## src/rtl/pipe_stage_reg.sv

```systemverilog
// Reusable pipeline boundary register: valid/ctrl/data with stall, flush and multi-cycle hold.
// Optional performance counters are compiled in when PIPE_STAGE_PERF_EN is defined.
module pipe_stage_reg #(
  parameter int                CTRL_W      = 16,
  parameter int                DATA_W      = 128,
  parameter logic [CTRL_W-1:0] CTRL_BUBBLE = '0,
  parameter int                HOLD_CNT_W  = 3
) (
  input  logic                  clk,
  input  logic                  rst,
  input  logic                  flush_i,
  input  logic                  stall_i,
  input  logic                  hold_req_i,
  input  logic [HOLD_CNT_W-1:0] hold_cycles_i,
  input  logic                  valid_i,
  input  logic [CTRL_W-1:0]     ctrl_i,
  input  logic [DATA_W-1:0]     data_i,
`ifdef PIPE_STAGE_PERF_EN
  output logic [31:0]           bubble_cnt_o,
  output logic [31:0]           hold_cnt_o,
`endif
  output logic                  valid_o,
  output logic [CTRL_W-1:0]     ctrl_o,
  output logic [DATA_W-1:0]     data_o,
  output logic                  busy_o
);

  logic                  valid_reg;
  logic [CTRL_W-1:0]     ctrl_reg;
  logic [DATA_W-1:0]     data_reg;
  logic [HOLD_CNT_W-1:0] cnt_reg;
  logic [HOLD_CNT_W-1:0] cnt_next;
  logic [HOLD_CNT_W-1:0] cnt_dec;
  logic [HOLD_CNT_W-1:0] req_remaining;
  logic                  req_valid;
  logic                  hold_active;

  // A request for zero cycles is a no-op, so it never contributes to the hold.
  assign req_valid     = hold_req_i && (hold_cycles_i != '0);
  assign req_remaining = hold_cycles_i - 1'b1;
  assign cnt_dec       = (cnt_reg != '0) ? cnt_reg - 1'b1 : '0;
  assign hold_active   = stall_i || (cnt_reg != '0) || req_valid;

  // A new request can only lengthen the remaining hold, never shorten it.
  always_comb begin
    cnt_next = cnt_dec;
    if (flush_i) begin
      cnt_next = '0;
    end else if (req_valid && (req_remaining > cnt_dec)) begin
      cnt_next = req_remaining;
    end
  end

  always_ff @(posedge clk) begin
    if (rst) begin
      valid_reg <= 1'b0;
      ctrl_reg  <= CTRL_BUBBLE;
      data_reg  <= '0;
      cnt_reg   <= '0;
    end else begin
      cnt_reg <= cnt_next;
      if (flush_i) begin
        valid_reg <= 1'b0;
        ctrl_reg  <= CTRL_BUBBLE;
        data_reg  <= '0;
      end else if (!hold_active) begin
        valid_reg <= valid_i;
        ctrl_reg  <= ctrl_i;
        data_reg  <= data_i;
      end
    end
  end

  assign valid_o = valid_reg;
  assign ctrl_o  = ctrl_reg;
  assign data_o  = data_reg;
  assign busy_o  = (cnt_reg != '0);

`ifdef PIPE_STAGE_PERF_EN
  // Index 0 counts flush (bubble) edges, index 1 counts held edges; a flush edge is never a hold.
  logic [1:0] perf_inc;
  assign perf_inc = {hold_active && !flush_i, flush_i};

  generate
    for (genvar gi = 0; gi < 2; gi++) begin : g_perf
      logic [31:0] count_reg;
      always_ff @(posedge clk) begin
        if (rst) begin
          count_reg <= '0;
        end else if (perf_inc[gi] && (count_reg != 32'hFFFF_FFFF)) begin
          count_reg <= count_reg + 32'd1;
        end
      end
    end
  endgenerate

  assign bubble_cnt_o = g_perf[0].count_reg;
  assign hold_cnt_o   = g_perf[1].count_reg;
`endif

endmodule

```

## config.mk

```make
export PLATFORM = sky130hd
export DESIGN_NAME = pipe_stage_reg
export DESIGN_NICKNAME = d
export VERILOG_FILES = /design/src/rtl/pipe_stage_reg.sv
export SDC_FILE = /design/constraint.sdc
export NUM_CORES = 1
export LEC_CHECK = 0
export ABC_CLOCK_PERIOD_IN_PS = 2100
export BUFFER_PORTS_ARGS = -buffer_cell sky130_fd_sc_hd__buf_4
export CAP_MARGIN = 5
export CORE_MARGIN = 2
export CORE_UTILIZATION = 41
export CTS_BUF_LIST = sky130_fd_sc_hd__clkbuf_4 sky130_fd_sc_hd__clkbuf_8
export CTS_CLUSTER_SIZE = 20
export DETAILED_ROUTE_END_ITERATION = 16
export PLACE_DENSITY_LB_ADDON = 0.3
export REMOVE_ABC_BUFFERS = 1
export SYNTH_ARGS = -nofsm -noshare
export SYNTH_HDL_FRONTEND = slang
export SYNTH_SLANG_ARGS = --single-unit
```

## constraint.sdc

```tcl
create_clock -name clk -period 2.1 [get_ports clk]
set_input_delay 0.315 -clock clk [delete_from_list [all_inputs] [get_ports clk]]
set_output_delay 0.315 -clock clk [all_outputs]
set_load 0.1 [all_outputs]
```

==> results.json, run 1 <==
{
  "status": "complete, no violations",
  "timing.fmax_ghz": 0.504,
  "hold_violations": 0,
  "synth_edf_count": 0,
  "place_hpwl_um": 10400,
  "fin_cells": 1129,
  "powerDensity_mw_per_mm2": 821,
  "wl_per_cell_um": 13.2,
  "fp-row-count": 41,
  "slew_viol_final": 0,
  "critPathCaptureType": "flip-flop",
  "yosys_most_used_dff": "dfxtp_1",
  "die_y_um": 118,
  "grt_pass1_vias": 4907,
  "cts_hold_buffers": 0,
  "grt_pass1_wl_um": 23500,
  "ys_top_cells_by_area": "dfxtp_1, nand2_1, a21oi_1, buf_6, buf_2",
  "arrival_ns": 2.34,
  "min_path_type": "in2reg",
  "ir_worst_vdd_mv": 0.543,
  "placedCellCount": 1097,
  "vias": 5271,
  "root_buffer": "clkbuf_8",
  "drtAntennaViolNets": 0,
  "firstDrtPassIters": 5,
  "core_area_mm2": 0.0127,
  "ctsLongestPathBuffers": 2,
  "gp_congestion": 0.782,
  "drtIter0Drc": 344,
  "drc": 0,
  "htreeDepth": 4,
  "crit_chain": "or2_2 -> inv_2 -> ha_4 -> nor2_1 -> ha_1 -> nand3_1 -> and3_4 -> a2111o_1 -> o31ai_1",
  "synth-seq-area-share_pct": 55.4,
  "grt_usage_pct": 21.0,
  "cts_tree": "yes",
  "avgSynthCellArea_um2": 8.00,
  "path_delay_family": "simple AND/OR/NAND/NOR gates",
  "worstMarginPinSlew_ns": 0.589,
  "cts_resized": 0,
  "clk_latency_ns": 0.44,
  "post_cts_buffers": 0,
  "synthDistinctLibCells": 24,
  "leakagePower_nw": 3.53,
  "synth_seq_cells": 148,
  "synth_cells": 668,
  "clkTransAtPathRegs_ns": 0.07,
  "syn-cell-area_mm2": 0.00535,
  "drive_gt1_share_pct": 36.4,
  "port_buffers": 298,
  "crit_fanout": 5,
  "diodes": 0,
  "grt.overflow.total": 0,
  "start_util_pct": 42.2,
  "fill_cells": 1143,
  "cts_sinks": 148,
  "cpPeakStageDelay_ns": 0.39,
  "routed_wl_um": 14900,
  "ys_warn_count": 0,
  "setup_viol": 0,
  "largest_reg_flops": 128,
  "vias_per_cell": 4.67,
  "period_needed_ns": 1.98,
  "drv_cap": 0,
  "antenna_found_initial": 0,
  "cp.buffers_inverters": 1,
  "synth_top_cell_area_share_pct": 55.4,
  "max-slew-margin-rel_pct": 60.8,
  "utilization_pct": 64.2,
  "fin_crit_sh_pct": 94.4,
  "crit_slowest_cell": "a2111o_1",
  "startpoint_type": "flip-flop",
  "die-area_mm2": 0.0140,
  "clock_skew_ns": 0.00756,
  "async_reset_ff_share_pct": 0,
  "rsz0062_at_grt": "no",
  "yosys.area.top_type": "dfxtp_1",
  "die_w_um": 118,
  "crit_type": "reg2reg",
  "grt_max_degree": 84,
  "worstPathRequired_ns": 2.46,
  "top_level_ports": 299,
  "syn_to_final_growth_pct": 52.2,
  "fin_nets": 1104,
  "tritoncts.num_buffers": 17
}
## area by class of cell
type                    instances  area [um^2]  share of cell area (%)
flip-flops and latches        148         2960                    36.4
repair buffers                306         2400                    29.5
multi-input cells             464         2100                    25.8
clock buffers                  24          312                    3.83
well taps                     172          215                    2.65
clock inverters                 8          123                    1.51
inverters                       7         26.3                   0.323
## path summary, 6_finish.rpt
kind | startpoint | cells past startpoint | slack [ns] | endpoint
min reg2reg | data_o[37] | 2 | 0.45 | data_o[37]
min | hold_cycles_i[0] | 2 | 0.08 | cnt_reg[0]
max reg2reg | cnt_reg[0] | 9 | 0.12 | cnt_reg[0]
max | cnt_reg[0] | 9 | 0.12 | cnt_reg[0]
## worst register-to-register path, stage by stage, from the launching register on
cell and delay (ns):
dfxtp_1 0.33, or2_2 0.30, inv_2 0.09, ha_4 0.15
nor2_1 0.04, ha_1 0.27, nand3_1 0.07, and3_4 0.20
a2111o_1 0.40, o31ai_1 0.06
## placed cells by master (no fill, tap or decap), types with 2 or more instances in the layout
cell type	synthesis	layout
buf_4	1	298
ha_1	7	6
bufinv_16	0	3
nand2_1	292	292
clkinvlp_4	0	3
clkinv_2	0	2
inv_1	7	6
buf_12	0	8
clkbuf_8	0	21
dfxtp_1	148	148
a21oi_1	148	147
clkbuf_4	0	3
## cell families after synthesis
family	after synthesis	share of synthesized area, %
and+or+nand+nor	302	21.8
buffers and inverters	56	6.13
AOI/OAI and AO/OA	154	14.8
adders and majority gates	7	1.64
DFF	148	55.4
xor gates and xnor gates	1	0.164
## synthesized netlist by cell type, types with 2 or more instances
master and count:
a21oi_1 148, and3_1 2, buf_2 19, buf_6 12, clkbuf_1 17, dfxtp_1 148, ha_1 7, inv_1 7
nand2_1 292, or2_2 2
## where the power goes
group	internal (mW)	switching [mW]
logic	0.429	0.977
clock network	1.34	1.01
registers	2.89	0.0395
total	4.65	2.03
## routing by layer
metal | wire, um | part of all wire, % | vias up | track usage (%)
met5 | 0 | 0 | - | 0
met4 | 473 | 3.2 | 0 | 10.2
met3 | 1250 | 8.4 | 33 | 8.30
met2 | 7290 | 49 | 216 | 34.5
met1 | 5860 | 39 | 2332 | 23.6
li1 | - | - | 2690 | -
## per-stage QoR
step | worst slack, ns | setup TNS (ns) | hold WS [ns] | total power, mW | instance area (um^2)
3_5_place_dp | 0.0386 | 0 | 0.447 | 4.39 | 7670
5_1_grt | 0.00807 | 0 | 0.0609 | 6.97 | 8130
6_report | 0.117 | 0 | 0.0768 | 6.68 | 8130
2_1_floorplan | -3.84 | -557.46 | 0.417 | 3.91 | 5040
4_1_cts | 0.00736 | 0 | 0.0340 | 6.75 | 8110
3_3_place_gp | 0.0782 | 0 | 0.443 | 4.38 | 7670
Power figures use the tool's default switching activity.
==> run 2: changes to the inputs <==
==> constraint.sdc (replaced) <==
create_clock -name clk -period 2.1 [get_ports clk]
set_input_delay 0.105 -clock clk [delete_from_list [all_inputs] [get_ports clk]]
set_output_delay 0.105 -clock clk [all_outputs]
set_load 0.1 [all_outputs]
==> results.json, run 2 (synthesized netlist as in run 1, its figures left out) <==
{
  "layout_setup_ws_ns": 0.0912,
  "slew_viol_final": 0,
  "wl_met1_um": 7020,
  "post_cts_buffers": 0,
  "diodes": 0,
  "fin_crit_sh_pct": 95.7,
  "leakagePower_nw": 4.15,
  "firstDrtPassIters": 5,
  "drv_cap": 0,
  "fin_nets": 1250,
  "routed_wl_um": 18600,
  "swShare_pct": 30.1,
  "vias": 6101,
  "grt_pass1_wl_um": 29400,
  "die_w_um": 118,
  "largest_reg_flops": 128,
  "arrival_ns": 2.36,
  "grt_pass1_vias": 6013,
  "grt_usage_pct": 26.0,
  "min_path_type": "in2reg",
  "clkTransAtPathRegs_ns": 0.08,
  "drtAntennaViolNets": 0,
  "fin_cells": 1275,
  "startpoint_type": "flip-flop",
  "core_area_mm2": 0.0127,
  "setup_viol": 0,
  "top_level_ports": 299,
  "drc": 0,
  "htreeDepth": 4,
  "reg2regPathDepth": 8,
  "port_buffers": 298,
  "drtIter0Drc": 404,
  "ir_worst_vdd_mv": 0.567,
  "grt.overflow.total": 0,
  "die_y_um": 118,
  "place_hpwl_um": 10200,
  "route.met2.wl_um": 9590,
  "die-area_mm2": 0.0140,
  "grt_max_degree": 93,
  "final_cell_mix": "buf_4, nand2_1, a21oi_1, dfxtp_1, dlygate4sd3_1",
  "crit_fanout": 92,
  "top_layer": "met4",
  "critPathCaptureType": "flip-flop",
  "syn_to_final_growth_pct": 79.4,
  "antenna_found_initial": 0,
  "tritoncts.num_buffers": 17,
  "max-slew-margin-rel_pct": 56.4,
  "p_switching_mw": 2.13,
  "status": "complete, no violations",
  "cts_tree": "yes",
  "intPower_mw": 4.96,
  "timing.fmax_ghz": 0.498,
  "period_needed_ns": 2.01,
  "ctsLongestPathBuffers": 2,
  "hold_path_depth": 4,
  "placedCellCount": 1097,
  "fin_setup_tns_ns": 0,
  "hold_violations": 0,
  "pwr-share-clk_pct": 35.6,
  "cts_sinks": 148,
  "wl_met3_um": 1340,
  "drive_gt1_share_pct": 31.6,
  "clock_skew_ns": 0.00972,
  "gp_congestion": 0.764,
  "place_ws_ns": 0.0787,
  "worstPathRequired_ns": 2.45,
  "start_util_pct": 42.2,
  "powerDensity_mw_per_mm2": 740,
  "worstMarginPinSlew_ns": 0.655,
  "comb_power_share_pct": 23.2,
  "clk_latency_ns": 0.43,
  "seq_power_share_pct": 41.3,
  "vias_per_cell": 4.79,
  "crit_type": "reg2reg",
  "wl_per_cell_um": 14.6,
  "mostFrequentLayoutCell": "buf_4",
  "root_buffer": "clkbuf_8",
  "fp-row-count": 41
}
[run 2: path summary, 6_finish.rpt]
check	start	to	slack, ns
setup / recovery	cnt_reg[0]	data_o[45]	0.09
hold / removal	hold_req_i	cnt_reg[0]	0.15
setup reg to reg	cnt_reg[0]	data_o[45]	0.09
hold reg to reg	data_o[105]	data_o[105]	0.46
[run 2: per-stage QoR]
step | area [um^2] | total power [mW] | hold slack (ns) | utilization [%]
finish | 9590 | 7.10 | 0.148 | 75.7
global route | 9590 | 7.36 | 0.151 | 75.7
CTS | 9560 | 7.10 | 0.137 | 75.5
detailed placement | 7640 | 4.37 | 0.332 | 60.3
global placement | 7640 | 4.37 | 0.332 | 60.3
floorplan | 5040 | 3.91 | 0.207 | -
[run 2: power by group through the flow]
stage / logic (mW) / registers (mW) / clock network [mW]
global placement: 1.38 / 2.99 / 0
floorplan: 0.363 / 3.54 / 0
finish: 1.64 / 2.93 / 2.53
CTS: 1.61 / 2.92 / 2.56
detailed placement: 1.38 / 2.99 / 0
global route: 1.73 / 2.94 / 2.69
[run 2: final cells by class]
class | instances | area (um^2)
Clock inverter | 7 | 143
Inverter | 7 | 26.3
Tap cell | 172 | 215
Clock buffer | 25 | 319
Fill cell | 825 | 3080
Multi-Input combinational cell | 464 | 2090
Timing Repair Buffer | 452 | 3830
Sequential cell | 148 | 2960
[run 2: critical path, stage by stage (launching register included)]
cell	delay [ns]
dfxtp_2	0.34
or2_2	0.29
inv_2	0.08
ha_4	0.14
inv_1	0.09
a211oi_4	0.22
clkbuf_16	0.38
nand2_1	0.13
a21oi_1	0.19
[run 2: per-layer routing]
metal | up-vias | global-route usage [%]
li1 | 2980 | -
met3 | 51 | 7.92
met1 | 2812 | 28.1
met5 | - | 0
met4 | 0 | 12.6
met2 | 258 | 46.0
[run 2: what timing repair did]
action | CTS | global route
resized for setup | 0 | 9
endpoints found under the hold margin | 146 | 0
hold buffers | 146 | 0
setup endpoints to repair | 0 | 90
==> run 3: changes to the inputs <==
--- a/config.mk
+++ b/config.mk
@@ -13,8 +13,10 @@
 export CTS_BUF_LIST = sky130_fd_sc_hd__clkbuf_4 sky130_fd_sc_hd__clkbuf_8
 export CTS_CLUSTER_SIZE = 20
 export DETAILED_ROUTE_END_ITERATION = 16
+export MAX_ROUTING_LAYER = met4
 export PLACE_DENSITY_LB_ADDON = 0.3
 export REMOVE_ABC_BUFFERS = 1
+export SKIP_LAST_GASP = 1
 export SYNTH_ARGS = -nofsm -noshare
 export SYNTH_HDL_FRONTEND = slang
 export SYNTH_SLANG_ARGS = --single-unit
==> results.json, run 3 (synthesized netlist as in run 1, its figures left out) <==
{
  "status": "complete, no violations",
  "cts_tree": "yes",
  "core_area_mm2": 0.0127,
  "startpoint_type": "flip-flop",
  "port_buffers": 298,
  "hold_path_depth": 4,
  "place_hpwl_um": 10200,
  "crit_slowest_cell": "a2111o_1",
  "max-slew-margin-rel_pct": 56.2,
  "finalPower_mw": 7.10,
  "mostFrequentLayoutCell": "buf_4",
  "fin_nets": 1250,
  "min_path_type": "in2reg",
  "routed_wl_um": 18700,
  "largest_reg_flops": 128,
  "worstPathRequired_ns": 2.45,
  "firstDrtPassIters": 8,
  "start_util_pct": 42.2,
  "grt_pass1_wl_um": 29400,
  "period_needed_ns": 2.00,
  "vias": 6130,
  "wl_per_cell_um": 14.7,
  "htreeDepth": 4,
  "r2r-end": "cnt_reg[0]",
  "layout_setup_ws_ns": 0.101,
  "fp-row-count": 41,
  "ir_worst_vdd_mv": 0.567,
  "powerDensity_mw_per_mm2": 741,
  "die_w_um": 118,
  "place_ws_ns": 0.0787,
  "tritoncts.num_buffers": 17,
  "post_cts_buffers": 0,
  "clock_skew_ns": 0.00933,
  "grt_pass1_vias": 6013,
  "r2r_start": "cnt_reg[0]",
  "leakagePower_nw": 4.15,
  "path_delay_family": "compound AO/OA/AOI/OAI gates",
  "final_cell_mix": "buf_4, nand2_1, a21oi_1, dfxtp_1, dlygate4sd3_1",
  "fin_crit_sh_pct": 95.2,
  "utilization_pct": 75.7,
  "min_to": "cnt_reg[0]",
  "gp_congestion": 0.774,
  "clkTransAtPathRegs_ns": 0.08,
  "die_y_um": 118,
  "diodes": 0,
  "root_buffer": "clkbuf_8",
  "crit_top_cell": "ha_1",
  "cp.buffers_inverters": 1,
  "grt_usage_pct": 26.8,
  "crit_chain": "or2_2 -> ha_1 -> inv_1 -> ha_1 -> a21oi_1 -> o21ai_2 -> a2111o_1 -> o31ai_1",
  "hold_violations": 0,
  "drive_gt1_share_pct": 31.6,
  "syn_to_final_growth_pct": 79.4,
  "cpPeakStageDelay_ns": 0.38,
  "drv_cap": 0,
  "crit_type": "reg2reg",
  "timing.fmax_ghz": 0.500,
  "slew_viol_final": 0,
  "grt.overflow.total": 0,
  "worstMarginPinSlew_ns": 0.658,
  "vias_per_cell": 4.81,
  "die-area_mm2": 0.0140,
  "rrSetupSlack_ns": 0.10,
  "grt_max_degree": 93,
  "hp-start": "hold_req_i",
  "drc": 0,
  "arrival_ns": 2.35,
  "fin_setup_tns_ns": 0,
  "ctsLongestPathBuffers": 2,
  "cts_sinks": 148,
  "critPathCaptureType": "flip-flop",
  "antenna_found_initial": 0,
  "top_level_ports": 299,
  "drtIter0Drc": 445,
  "clk_latency_ns": 0.44,
  "drtAntennaViolNets": 0,
  "setup_viol": 0,
  "reg2regPathDepth": 8,
  "crit_fanout": 5
}
run 3: cell counts in the layout (fill, tap and decap cells not counted):
Identical to the previous run, type by type.
run 3: worst min-delay path: stages:
cell and delay, ns:
buf_4 0.13, and3_4 0.16, nand2_1 0.08, o31ai_1 0.06
run 3: report_power, final:
part	internal, mW	switching [mW]
Sequential	2.89	0.0427
Clock	1.48	1.05
Combinational	0.596	1.05
run 3: metrics by stage:
step | std cells | instance area, um^2 | hold WS (ns)
detailed placement | 1097 | 7640 | 0.332
floorplan | 619 | 5040 | 0.207
CTS | 1275 | 9560 | 0.137
global placement | 1097 | 7640 | 0.332
global route | 1275 | 9590 | 0.148
finish | 1275 | 9590 | 0.145
run 3: worst max-delay path by stage:
stage / end / from / slack, ns / depth (start not counted)
5_1_grt: data_o[45] / cnt_reg[0] / -0.02 / 8
6_report: cnt_reg[0] / cnt_reg[0] / 0.10 / 8
3_5_place_dp: cnt_reg[1] / cnt_reg[0] / 0.08 / 8
4_1_cts: cnt_reg[1] / cnt_reg[0] / 0.001 / 8
2_1_floorplan: ctrl_o[0] / cnt_reg[0] / -3.84 / 7
3_3_place_gp: cnt_reg[0] / cnt_reg[0] / 0.11 / 9
run 3: area by class of cell:
class | instances | area (um^2)
repair buffers | 452 | 3830
fillers | 825 | 3080
flip-flops and latches | 148 | 2960
multi-input cells | 464 | 2090
clock buffers | 25 | 319
well taps | 172 | 215
clock inverters | 7 | 143
inverters | 7 | 26.3
run 3: metal layers:
metal	GRT usage, %	up-vias	part of all wire [%]
li1	-	2983	-
met1	29.3	2824	39
met2	46.0	270	51
met3	6.13	53	6.3
met4	12.7	0	3.5
met5	-	-	0
run 3: timing repair:
action                                  CTS  global route
hold endpoints to repair                146             0
hold buffers                            146             0
gates resized for setup                   0             9
endpoints found under the setup margin    0            91
